[config.mk]
export PLATFORM = sky130hd
export DESIGN_NAME = uart_block_cipher_bridge
export DESIGN_NICKNAME = d
export VERILOG_FILES = /design/src/rtl/cipher_bridge_pkg.sv /design/src/rtl/bridge_timeout_ctr.sv /design/src/rtl/uart_block_cipher_bridge.sv
export SDC_FILE = /design/constraint.sdc
export NUM_CORES = 1
export LEC_CHECK = 0
export BUFFER_PORTS_ARGS = -buffer_cell sky130_fd_sc_hd__buf_2
export CAP_MARGIN = 0
export CELL_PAD_IN_SITES_DETAIL_PLACEMENT = 1
export CELL_PAD_IN_SITES_GLOBAL_PLACEMENT = 1
export CORE_UTILIZATION = 30
export CTS_CLUSTER_DIAMETER = 200
export DETAILED_ROUTE_END_ITERATION = 8
export PLACE_DENSITY = 0.62
export SLEW_MARGIN = 20
export SYNTH_ARGS = -nofsm -noshare
export SYNTH_HDL_FRONTEND = slang
export SYNTH_HIERARCHICAL = 1
export SYNTH_SLANG_ARGS = --single-unit
export TNS_END_PERCENT = 50
[constraint.sdc]
create_clock -name clk -period 5.5 [get_ports clk]
set_clock_uncertainty 0.1 [all_clocks]
set_input_delay 0 -clock clk [delete_from_list [all_inputs] [get_ports clk]]
set_output_delay 0 -clock clk [all_outputs]
set_load 0.1 [all_outputs]
[src/rtl/cipher_bridge_pkg.sv]
// Shared types and helpers for the UART-to-block-cipher bridge.
package cipher_bridge_pkg;

  localparam int BYTE_W = 8;
  // Widest block the byte-select helper accepts; callers zero-extend into it.
  localparam int MAX_BLOCK_W = 2048;

  typedef enum logic [2:0] {
    IDLE,
    COLLECT,
    CORE_RST,
    LAUNCH,
    WAIT_RDY,
    SEND,
    SEND_HOLD
  } stateT;

  // Returns byte k of a block; byte 0 is the least-significant byte.
  function automatic logic [BYTE_W-1:0] blockByte(input logic [MAX_BLOCK_W-1:0] blk,
                                                  input int unsigned k);
    logic [MAX_BLOCK_W-1:0] shifted;
    shifted = blk >> (k * BYTE_W);
    return shifted[BYTE_W-1:0];
  endfunction

endpackage

[src/rtl/bridge_timeout_ctr.sv]
// Loadable down-counter. expire is high during the enabled cycle in which
// the count would reach zero; a load in the same cycle takes precedence.
module bridge_timeout_ctr #(
  parameter int WIDTH = 8
) (
  input  logic             clk,
  input  logic             rst,
  input  logic             load,
  input  logic             enable,
  input  logic [WIDTH-1:0] loadVal,
  output logic             expire
);

  logic [WIDTH-1:0] count;

  // Count down while enabled, reload on request, stick at zero.
  always_ff @(posedge clk or posedge rst) begin
    if (rst) begin
      count <= '0;
    end else if (load) begin
      count <= loadVal;
    end else if (enable && (count != '0)) begin
      count <= count - 1'b1;
    end
  end

  assign expire = enable && !load && (count == WIDTH'(1));

endmodule

[src/rtl/uart_block_cipher_bridge.sv]
// Packs received UART bytes into a cipher block, runs the cipher core through
// its rst/ds/rdy handshake and streams the result back out byte 0 first.
// Optional macro DEBUG_TAP_EN adds a registered byte tap (dbg_sel/dbg_led).
module uart_block_cipher_bridge
  import cipher_bridge_pkg::*;
#(
  parameter int BLOCK_BYTES     = 8,
  parameter int RX_TIMEOUT      = 1000000,
  parameter int CORE_RST_CYCLES = 4,
  parameter int CORE_TIMEOUT    = 4096
) (
  input  logic                          clk,
  input  logic                          rst,
  input  logic                          rx_data_ready,
  input  logic [7:0]                    rx_data,
  output logic                          tx_start,
  output logic [7:0]                    tx_data,
  input  logic                          tx_busy,
  input  logic                          mode_in,
  output logic [BLOCK_BYTES*BYTE_W-1:0] core_in,
  output logic                          core_decipher,
  output logic                          core_rst,
  output logic                          core_ds,
  input  logic                          core_rdy,
  input  logic [BLOCK_BYTES*BYTE_W-1:0] core_out,
  output logic                          busy,
  output logic                          err_timeout,
  output logic                          err_overrun,
  output logic [15:0]                   blocks_done
`ifdef DEBUG_TAP_EN
  ,
  input  logic [$clog2(BLOCK_BYTES)-1:0] dbg_sel,
  output logic [7:0]                     dbg_led
`endif
);

  localparam int BLOCK_W = BLOCK_BYTES * BYTE_W;
  localparam int IDX_W   = $clog2(BLOCK_BYTES + 1);
  localparam int RST_W   = $clog2(CORE_RST_CYCLES + 1);
  localparam int RXT_W   = $clog2(RX_TIMEOUT + 2);
  localparam int CT_W    = $clog2(CORE_TIMEOUT + 2);
  localparam logic [IDX_W-1:0] LAST_IDX = IDX_W'(BLOCK_BYTES - 1);
  localparam logic [RST_W-1:0] RST_LAST = RST_W'(CORE_RST_CYCLES - 1);

  stateT              state, stateNext;
  logic [IDX_W-1:0]   idx;
  logic [RST_W-1:0]   rstCnt;
  logic               holdArmed;
  logic [BLOCK_W-1:0] dataReg;
  logic [BLOCK_W-1:0] bufReg;
  logic               coreDecipher;
  logic [15:0]        blocksDone;

  logic storeByte, captureOut, advanceIdx, finishBlk;
  logic rxTimerEn, rxExpire, coreExpire;

  // The idle timer only runs in COLLECT; a strobe reloads it and wins over expiry.
  assign rxTimerEn = (RX_TIMEOUT != 0) && (state == COLLECT) && !rx_data_ready;

  bridge_timeout_ctr #(.WIDTH(RXT_W)) rxTimer (
    .clk    (clk),
    .rst    (rst),
    .load   (storeByte),
    .enable (rxTimerEn),
    .loadVal(RXT_W'(RX_TIMEOUT)),
    .expire (rxExpire)
  );

  bridge_timeout_ctr #(.WIDTH(CT_W)) coreTimer (
    .clk    (clk),
    .rst    (rst),
    .load   (state == LAUNCH),
    .enable (state == WAIT_RDY),
    .loadVal(CT_W'(CORE_TIMEOUT)),
    .expire (coreExpire)
  );

  // State register.
  always_ff @(posedge clk or posedge rst) begin
    // NOTE: sequential state uses non-blocking assignments so every register
    // samples pre-edge values regardless of block evaluation order.
    if (rst) state <= IDLE;
    else     state <= stateNext;
  end

  // Next-state decode and per-cycle control/status strobes.
  always_comb begin
    // NOTE: every output of this block gets a default first; a path that
    // left one unassigned would infer a latch.
    stateNext   = state;
    storeByte   = 1'b0;
    captureOut  = 1'b0;
    advanceIdx  = 1'b0;
    finishBlk   = 1'b0;
    tx_start    = 1'b0;
    tx_data     = '0;
    err_timeout = 1'b0;
    err_overrun = 1'b0;
    case (state)
      IDLE: begin
        if (rx_data_ready) begin
          storeByte = 1'b1;
          stateNext = (BLOCK_BYTES == 1) ? CORE_RST : COLLECT;
        end
      end
      COLLECT: begin
        if (rx_data_ready) begin
          storeByte = 1'b1;
          if (idx == LAST_IDX) stateNext = CORE_RST;
        end else if (rxExpire) begin
          err_timeout = 1'b1;
          stateNext   = IDLE;
        end
      end
      CORE_RST: begin
        err_overrun = rx_data_ready;
        if (rstCnt == RST_LAST) stateNext = LAUNCH;
      end
      LAUNCH: begin
        err_overrun = rx_data_ready;
        stateNext   = WAIT_RDY;
      end
      WAIT_RDY: begin
        err_overrun = rx_data_ready;
        if (core_rdy) begin
          captureOut = 1'b1;
          stateNext  = SEND;
        end else if (coreExpire) begin
          err_timeout = 1'b1;
          stateNext   = IDLE;
        end
      end
      SEND: begin
        err_overrun = rx_data_ready;
        tx_data     = blockByte(MAX_BLOCK_W'(bufReg), 32'(idx));
        if (!tx_busy) begin
          tx_start  = 1'b1;
          stateNext = SEND_HOLD;
        end
      end
      SEND_HOLD: begin
        err_overrun = rx_data_ready;
        // The first cycle here is skipped so the transmitter can raise tx_busy.
        if (holdArmed && !tx_busy) begin
          advanceIdx = 1'b1;
          if (idx == LAST_IDX) begin
            finishBlk = 1'b1;
            stateNext = IDLE;
          end else begin
            stateNext = SEND;
          end
        end
      end
      default: stateNext = IDLE;
    endcase
  end

  // Byte index, core reset timer, block buffers and block counter.
  always_ff @(posedge clk or posedge rst) begin
    if (rst) begin
      // NOTE: the block buffers are reset because they drive core_in and
      // tx_data directly; a plain storage array would not need it.
      dataReg      <= '0;
      bufReg       <= '0;
      idx          <= '0;
      rstCnt       <= '0;
      holdArmed    <= 1'b0;
      coreDecipher <= 1'b0;
      blocksDone   <= '0;
    end else begin
      rstCnt    <= (state == CORE_RST) ? rstCnt + 1'b1 : '0;
      holdArmed <= (state == SEND_HOLD);
      if ((state == IDLE) && rx_data_ready) coreDecipher <= mode_in;
      if (storeByte) begin
        for (int k = 0; k < BLOCK_BYTES; k++) begin
          if (idx == IDX_W'(k)) dataReg[k*BYTE_W +: BYTE_W] <= rx_data;
        end
      end
      if (captureOut) bufReg <= core_out;
      if ((stateNext == IDLE) || captureOut)  idx <= '0;
      else if (storeByte || advanceIdx)       idx <= idx + 1'b1;
      if (finishBlk) blocksDone <= blocksDone + 1'b1;
    end
  end

  assign core_in       = dataReg;
  assign core_decipher = coreDecipher;
  assign core_rst      = (state == CORE_RST);
  assign core_ds       = (state == LAUNCH) || (state == WAIT_RDY);
  assign busy          = (state != IDLE);
  assign blocks_done   = blocksDone;

`ifdef DEBUG_TAP_EN
  // Registered view of one selected byte of the assembled block.
  always_ff @(posedge clk or posedge rst) begin
    if (rst) dbg_led <= '0;
    else     dbg_led <= blockByte(MAX_BLOCK_W'(dataReg), 32'(dbg_sel));
  end
`endif

endmodule
Yosys cells after proc, flatten, opt, wreduce, memory -nomap -nowiden
Cells that the tools add are included.
{"block": "op_classes", "mux": 36, "n_reduce_logical": 35, "shift": 1, "eq_ne": 16, "addsub": 5}
{"operator": "64-bit by 7-bit >> shifter with 8-bit output", "count": 1}
{"operator": "20-bit two-way mux", "count": 2}
{"operator": "3-bit two-way mux", "count": 11}
{"operator": "13-bit two-way mux", "count": 2}
{"operator": "3-bit one-hot mux with 7 select lines", "count": 1}
{"operator": "20-bit by 1-bit == test with 1-bit output (second input constant)", "count": 1}
{"operator": "20-bit nonzero test", "count": 1}
{"operator": "20-bit by 1-bit subtractor with 20-bit output (second input constant)", "count": 1}
{"operator": "16-bit by 1-bit adder with 16-bit output (second input constant)", "count": 1}
{"operator": "4-bit by 3-bit == test with 1-bit output (second input constant)", "count": 4}
{"operator": "1-bit two-way mux", "count": 16}
{"operator": "2-bit AND reduction", "count": 8}
{"operator": "13-bit by 1-bit == test with 1-bit output (second input constant)", "count": 1}
{"operator": "13-bit nonzero test", "count": 1}
{"operator": "13-bit by 1-bit subtractor with 13-bit output (second input constant)", "count": 1}
{"operator": "3-bit by 2-bit == test with 1-bit output (second input constant)", "count": 3}
{"operator": "3-bit == test (second input constant)", "count": 3}
{"operator": "1-bit logical AND", "count": 9}
{"operator": "4-bit by 2-bit == test with 1-bit output (second input constant)", "count": 2}
{"operator": "4-bit two-way mux", "count": 2}
{"operator": "8-bit two-way mux", "count": 1}
{"operator": "3-bit logical NOT", "count": 2}
{"operator": "2-bit nonzero test", "count": 3}
{"operator": "5-bit OR reduction", "count": 1}
{"operator": "other kinds (10)", "count": 15}
{"block": "totals", "inputBits": 78, "word_cells": 110, "out_inout_bits": 95, "reg_bits": 189}

Depth between registers and ports, before layout
{"block": "depth", "ltp_word": 12, "ltp_mapped": 11, "depth_no_buf": 9}

Hierarchy
Netlist, hierarchy kept.
{"mod": "uart_block_cipher_bridge", "cells_each": 465, "seq_area_each_um2": 3903.7, "area_per_inst_um2": 6754.0, "instances": 1}
{"mod": "bridge_timeout_ctr at rxTimer", "cells_each": 170, "seq_area_each_um2": 500.5, "area_per_inst_um2": 1468.9, "instances": 1}
{"mod": "bridge_timeout_ctr at coreTimer", "cells_each": 94, "seq_area_each_um2": 325.3, "area_per_inst_um2": 964.7, "instances": 1}

Worst setup path before layout
OpenSTA, ideal clock, no wires.
{"block": "synth_timing", "path_type": "register to register", "startpoint": "register state[1]", "endpoint": "register idx[0]", "arrival_time_ns": 3.531, "t_required_ns": 5.314, "path_stages_with_launch": 6, "path_slack_ns": 1.783, "n_path_buf": 0, "cell_sequence": "dfrtp_1 nand2b_1 nor3b_1 nor2_1 and4_1 nor3_1"}
{"block": "synth_via", "elab_chain_len": 12, "elab_cells_between_ends": 33, "cone_classes": "6 x eq/ne; 14 x mux; 13 x reduce/logical"}
{"element": "start, declared", "line": "uart_block_cipher_bridge.sv:45", "text": "stateT state, stateNext;"}
{"element": "start signal, assigned", "line": "uart_block_cipher_bridge.sv:83", "text": "else state <= stateNext;"}
{"element": "3-bit by 1-bit == test with 1-bit output or 3-bit logical NOT (tied branches)", "line": "uart_block_cipher_bridge.sv:58, uart_block_cipher_bridge.sv:99"}
{"element": "2-bit OR reduction (no source line)"}
{"element": "1-bit two-way mux"}
{"element": "1-bit logical NOT", "line": "bridge_timeout_ctr.sv:27", "text": "assign expire = enable && !load && (count == WIDTH'(1));"}
{"element": "1-bit logical AND (2 in series)", "line": "bridge_timeout_ctr.sv:27"}
{"element": "3-bit two-way mux", "line": "uart_block_cipher_bridge.sv:110", "text": "end else if (rxExpire) begin"}
{"element": "3-bit two-way mux", "line": "uart_block_cipher_bridge.sv:107", "text": "if (rx_data_ready) begin"}
{"element": "3-bit one-hot mux with 7 select lines", "line": "uart_block_cipher_bridge.sv:99", "text": "case (state)"}
{"element": "3-bit logical NOT", "line": "uart_block_cipher_bridge.sv:180", "text": "if ((stateNext == IDLE) || captureOut) idx <= '0;"}
{"element": "1-bit logical OR", "line": "uart_block_cipher_bridge.sv:180"}
{"element": "4-bit two-way mux or 2-bit nonzero test (tied branches)"}
{"element": "end signal, assigned", "line": "uart_block_cipher_bridge.sv:181", "text": "else if (storeByte || advanceIdx) idx <= idx + 1'b1;"}
{"element": "end, declared", "line": "uart_block_cipher_bridge.sv:46", "text": "logic [IDX_W-1:0] idx;"}
Several ways; a longest one is shown, not always the timed one.
A chain may end at the register's enable or synchronous reset.

Worst setup path in the final report
{"block": "layout_timing", "startpoint": "register rxTimer.count[4]", "endpoint": "output err_timeout"}
{"block": "layout_via", "elab_chain_len": 5}
{"element": "start, declared", "line": "bridge_timeout_ctr.sv:14", "text": "logic [WIDTH-1:0] count;"}
{"element": "start signal, assigned", "line": "bridge_timeout_ctr.sv:21", "text": "count <= loadVal;"}
{"element": "start signal, assigned", "line": "bridge_timeout_ctr.sv:23", "text": "count <= count - 1'b1;"}
{"element": "20-bit by 1-bit == test with 1-bit output", "line": "bridge_timeout_ctr.sv:27"}
{"element": "1-bit logical AND", "line": "bridge_timeout_ctr.sv:27"}
{"element": "named net rxExpire", "line": "uart_block_cipher_bridge.sv:55", "text": "logic rxTimerEn, rxExpire, coreExpire;"}
{"element": "1-bit two-way mux", "line": "uart_block_cipher_bridge.sv:110"}
{"element": "1-bit two-way mux", "line": "uart_block_cipher_bridge.sv:107"}
{"element": "1-bit one-hot mux with 2 select lines", "line": "uart_block_cipher_bridge.sv:99"}
{"element": "end, declared", "line": "uart_block_cipher_bridge.sv:27", "text": "output logic err_timeout,"}
The timed path passes the listed nets, and every way through them passes these cells.

==> out/summary.md <==
The detail route stage leaves a number of antenna-violating nets equal to 0. The number of global-route vias before repair is 7272. The relative area change from synthesis to final layout is 29.7%. In this run the power density over the cells is 601 nW/µm². Adding up every negative setup slack in the final design gives 0 ps. The run gives 0 as the number of violations of the max-capacitance limit. The first detailed-routing pass ran for 4 iterations.

Across the VDD grid, the largest voltage drop is 338 µV. The share of flip-flops with an asynchronous set or reset is 100%. The hold violation total from the final report was 0; the maximum clock path buffer count was 2. Post-CTS repair changed the size of 0 cells.

STA classifies the critical path startpoint as a flip-flop. The average routed wire per standard cell is 17.7 µm. The tools report the DRC violation count after routing as 0. Dividing the detail-routed via count by the number of cells gives 4.83.

At the worst endpoint, the required time is 5400 ps. During I/O placement, the number of pins put on the boundary was 173. Setup slack closes at 1920 ps. The sum of routed wire length over all layers came out at 24.9 mm. The flow ran to the end, and the final reports show no timing, DRC or antenna violations. The worst reg2reg path depth is 9. After synthesis, flip-flops and latches occupy 51.5% of the total area. The area of the die came out at 31300 µm². For the pin with the worst max-slew slack, the measured transition is 933 ps.

The horizontal extent of the die was 177 µm; the standby leakage power was 5.27 nW. The final max-slew violation count came out at 0. Vertical die dimension: 177 µm. The core region is 29900 µm². Yosys printed 6 warnings. The first routing iteration left 230 violations.

Detailed-route via count: 6801. In this run the core area contains 63 standard-cell rows. The smallest clock period supported by the final layout is computed as 3580 ps. The post-synthesis cell type with the largest combined area was sky130_fd_sc_hd__dfrtp_1. The worst hold path belongs to the class primary input to async pin. The cell count after synthesis came out at 729. The tools report the beginning of the worst register-to-register path as rxTimer/count[4]. The top cell types in the final layout, fill and taps aside, are sky130_fd_sc_hd__dfrtp_1 (189), sky130_fd_sc_hd__buf_2 (172), sky130_fd_sc_hd__mux2_2 (128). The tools report the setup-violating endpoint count in the final report as 0. The critical path start-end classification is flip-flop to primary output. In this run the critical register-to-register path is captured at idx[0]. The most used flip-flop cell after synthesis is sky130_fd_sc_hd__dfrtp_1. The logs give 17 for the number of buffers inserted during clock tree synthesis and 98 for the largest net degree at the start of global routing. After synthesis the netlist holds a flip-flop and latch count of 189. Global routing used 16.4% of the available tracks.

At the placement stage, the worst setup path has a slack of 2220 ps. For the data arrival time of the critical path, the log shows 3480 ps. In this run, distinct cell masters in the synthesized netlist total 75.

In the finished design, the share of the clock period the worst path needs comes to 65.2%. The endpoint class of the critical path was a primary output. The first global-routing pass estimated 40.2 mm of wire. Buffers added to address setup during post-CTS repair amount to 0.

The total overflow left after global routing is 0. By area the synthesized netlist is led by sky130_fd_sc_hd__dfrtp_1 (51%), sky130_fd_sc_hd__mux2_2 (16%), sky130_fd_sc_hd__mux4_2 (3.9%). At the end of routability-driven placement, the weighted congestion stood at 0.748. After the last flow step, the layout net total stands at 1094.

In this run, synthesis inferred 0 flip-flops with an integrated enable. Measured against its own limit, the worst slew margin works out to 37.8%. Clock tree synthesis selected as its root buffer the cell sky130_fd_sc_hd__clkbuf_16. The H-tree depth was 4. The number of port buffers was 172. The tools report the startpoint of the worst setup timing path as rxTimer/count[4].

Derived from the worst setup path, the maximum achievable clock frequency is 279 MHz. For the hold buffer count at cts, the log shows 79. Fraction of final layout cells sized beyond drive strength 1: 38.1%. TritonCTS built the clock tree. The logs give 3 for the number of antenna violations at the first check in global routing and 189 for the number of clock sinks. The average instance in the mapped netlist occupies 12.6 µm². The initial utilization of the core area, before any placement, comes to 30.8%. Setup repair after global routing left no endpoint under its margin. Leaving out fill and tap cells, the most frequent cell in the layout is sky130_fd_sc_hd__dfrtp_1.

The area fraction of the dominant cell type after synthesis came out at 51.5%. For flop-to-flop paths, the worst setup slack is 2200 ps. In this run the cell area of the synthesized design comes to 9190 µm². In this run the worst path has a maximum fanout of 9. Source-to-sink clock delay at the later pin of the worst-skew pair: 430 ps. For the final HPWL from detailed placement, the log shows 16.3 mm. The clock transition at the register clock pins on the worst setup and hold paths after CTS is 80 ps.
==> synthesized netlist by cell type (12+ instances only) <==
cell type,count
sky130_fd_sc_hd__a21oi_1,15
sky130_fd_sc_hd__a31oi_1,13
sky130_fd_sc_hd__buf_2,14
sky130_fd_sc_hd__clkbuf_1,16
sky130_fd_sc_hd__dfrtp_1,189
sky130_fd_sc_hd__ha_1,13
sky130_fd_sc_hd__inv_1,20
sky130_fd_sc_hd__mux2_2,128
sky130_fd_sc_hd__mux2i_1,12
sky130_fd_sc_hd__mux4_2,16
sky130_fd_sc_hd__nand2_1,37
sky130_fd_sc_hd__nand3_1,14
sky130_fd_sc_hd__nor2_1,35
sky130_fd_sc_hd__nor3_1,17
sky130_fd_sc_hd__o211ai_1,12
sky130_fd_sc_hd__xnor2_1,19
==> critical path, stage by stage (launching register included) <==
cell and delay (ps):
sky130_fd_sc_hd__dfrtp_1 450, sky130_fd_sc_hd__or4_1 590, sky130_fd_sc_hd__nor3_2 480, sky130_fd_sc_hd__nand3_1 140, sky130_fd_sc_hd__nor4b_1 420, sky130_fd_sc_hd__nand2b_1 140
sky130_fd_sc_hd__o22a_1 180, sky130_fd_sc_hd__nor2_1 180, sky130_fd_sc_hd__buf_2 470
==> worst max-delay path by stage <==
| stage | to | slack (ps) | cells past startpoint |
|---|---|---|---|
| final | err_timeout | 1920 | 8 |
| after global routing | err_timeout | 1630 | 8 |
| after global placement | idx[1] | 2310 | 9 |
| after CTS | err_timeout | 1830 | 8 |
| after detailed placement | idx[0] | 2220 | 9 |
| after floorplan | blocks_done[0] | 1190 | 1 |
==> where the power goes <==
part	leakage, nW	total, mW	switching, mW	internal, mW
Clock	0.279	1.23	0.626	0.606
Sequential	2.34	2.41	0.462	1.95
Combinational	2.65	3.53	2.46	1.06
==> through the flow <==
step / cells / total power [mW] / instance area (µm²) / hold WS [ps] / util, %
4_1_cts: 1406 / 7.23 / 11900 / 125 / 39.9
3_5_place_dp: 1295 / 5.92 / 10500 / 50.0 / 35.3
6_report: 1409 / 7.16 / 11900 / 124 / 39.9
5_1_grt: 1409 / 7.55 / 11900 / 177 / 39.9
3_3_place_gp: 1295 / 5.85 / 10500 / 42.0 / 35.3
2_1_floorplan: 760 / 5.25 / 9300 / -223 / -
==> per-layer routing <==
layer  routed length, µm  global-route usage [%]  vias to the layer above  share of wire [%]
li1                    -                       -                     3209                  -
met1               11500                    21.4                     3451                 46
met2               12100                    27.2                      131                 49
met3                1060                    4.10                       10                4.2
met4                 193                    3.92                        0               0.78
met5                   0                       0                        -                  0
==> state kept, by name (all words and copies together) (netlist names) <==
name / cells
core_decipher: 1
rstCnt: 3
blocks_done: 16
idx: 4
bufReg: 64
core_in: 64
holdArmed: 1
coreTimer/count: 13
rxTimer/count: 20
state: 3
==> area by class of cell <==
| type | instances | area [µm²] |
|---|---|---|
| antenna | 3 | 7.51 |
| clock buffer | 17 | 425 |
| clock inverter | 15 | 151 |
| fill | 3186 | 18000 |
| inverter | 21 | 83.8 |
| multi-input combinational | 515 | 4320 |
| sequential | 189 | 4730 |
| tap | 390 | 488 |
| timing repair buffer | 259 | 1710 |
==> cell families after synthesis <==
family	count (synthesis)	share of synthesized area (%)
compound gates	88	7.27
xor+xnor	23	2.19
fa+ha+maj	13	1.77
buf+inv	56	2.81
flops	189	51.5
mux	159	21.3
other cells	2	0.0817
simple gates	199	13.1
(Power assumes the default switching activity.)
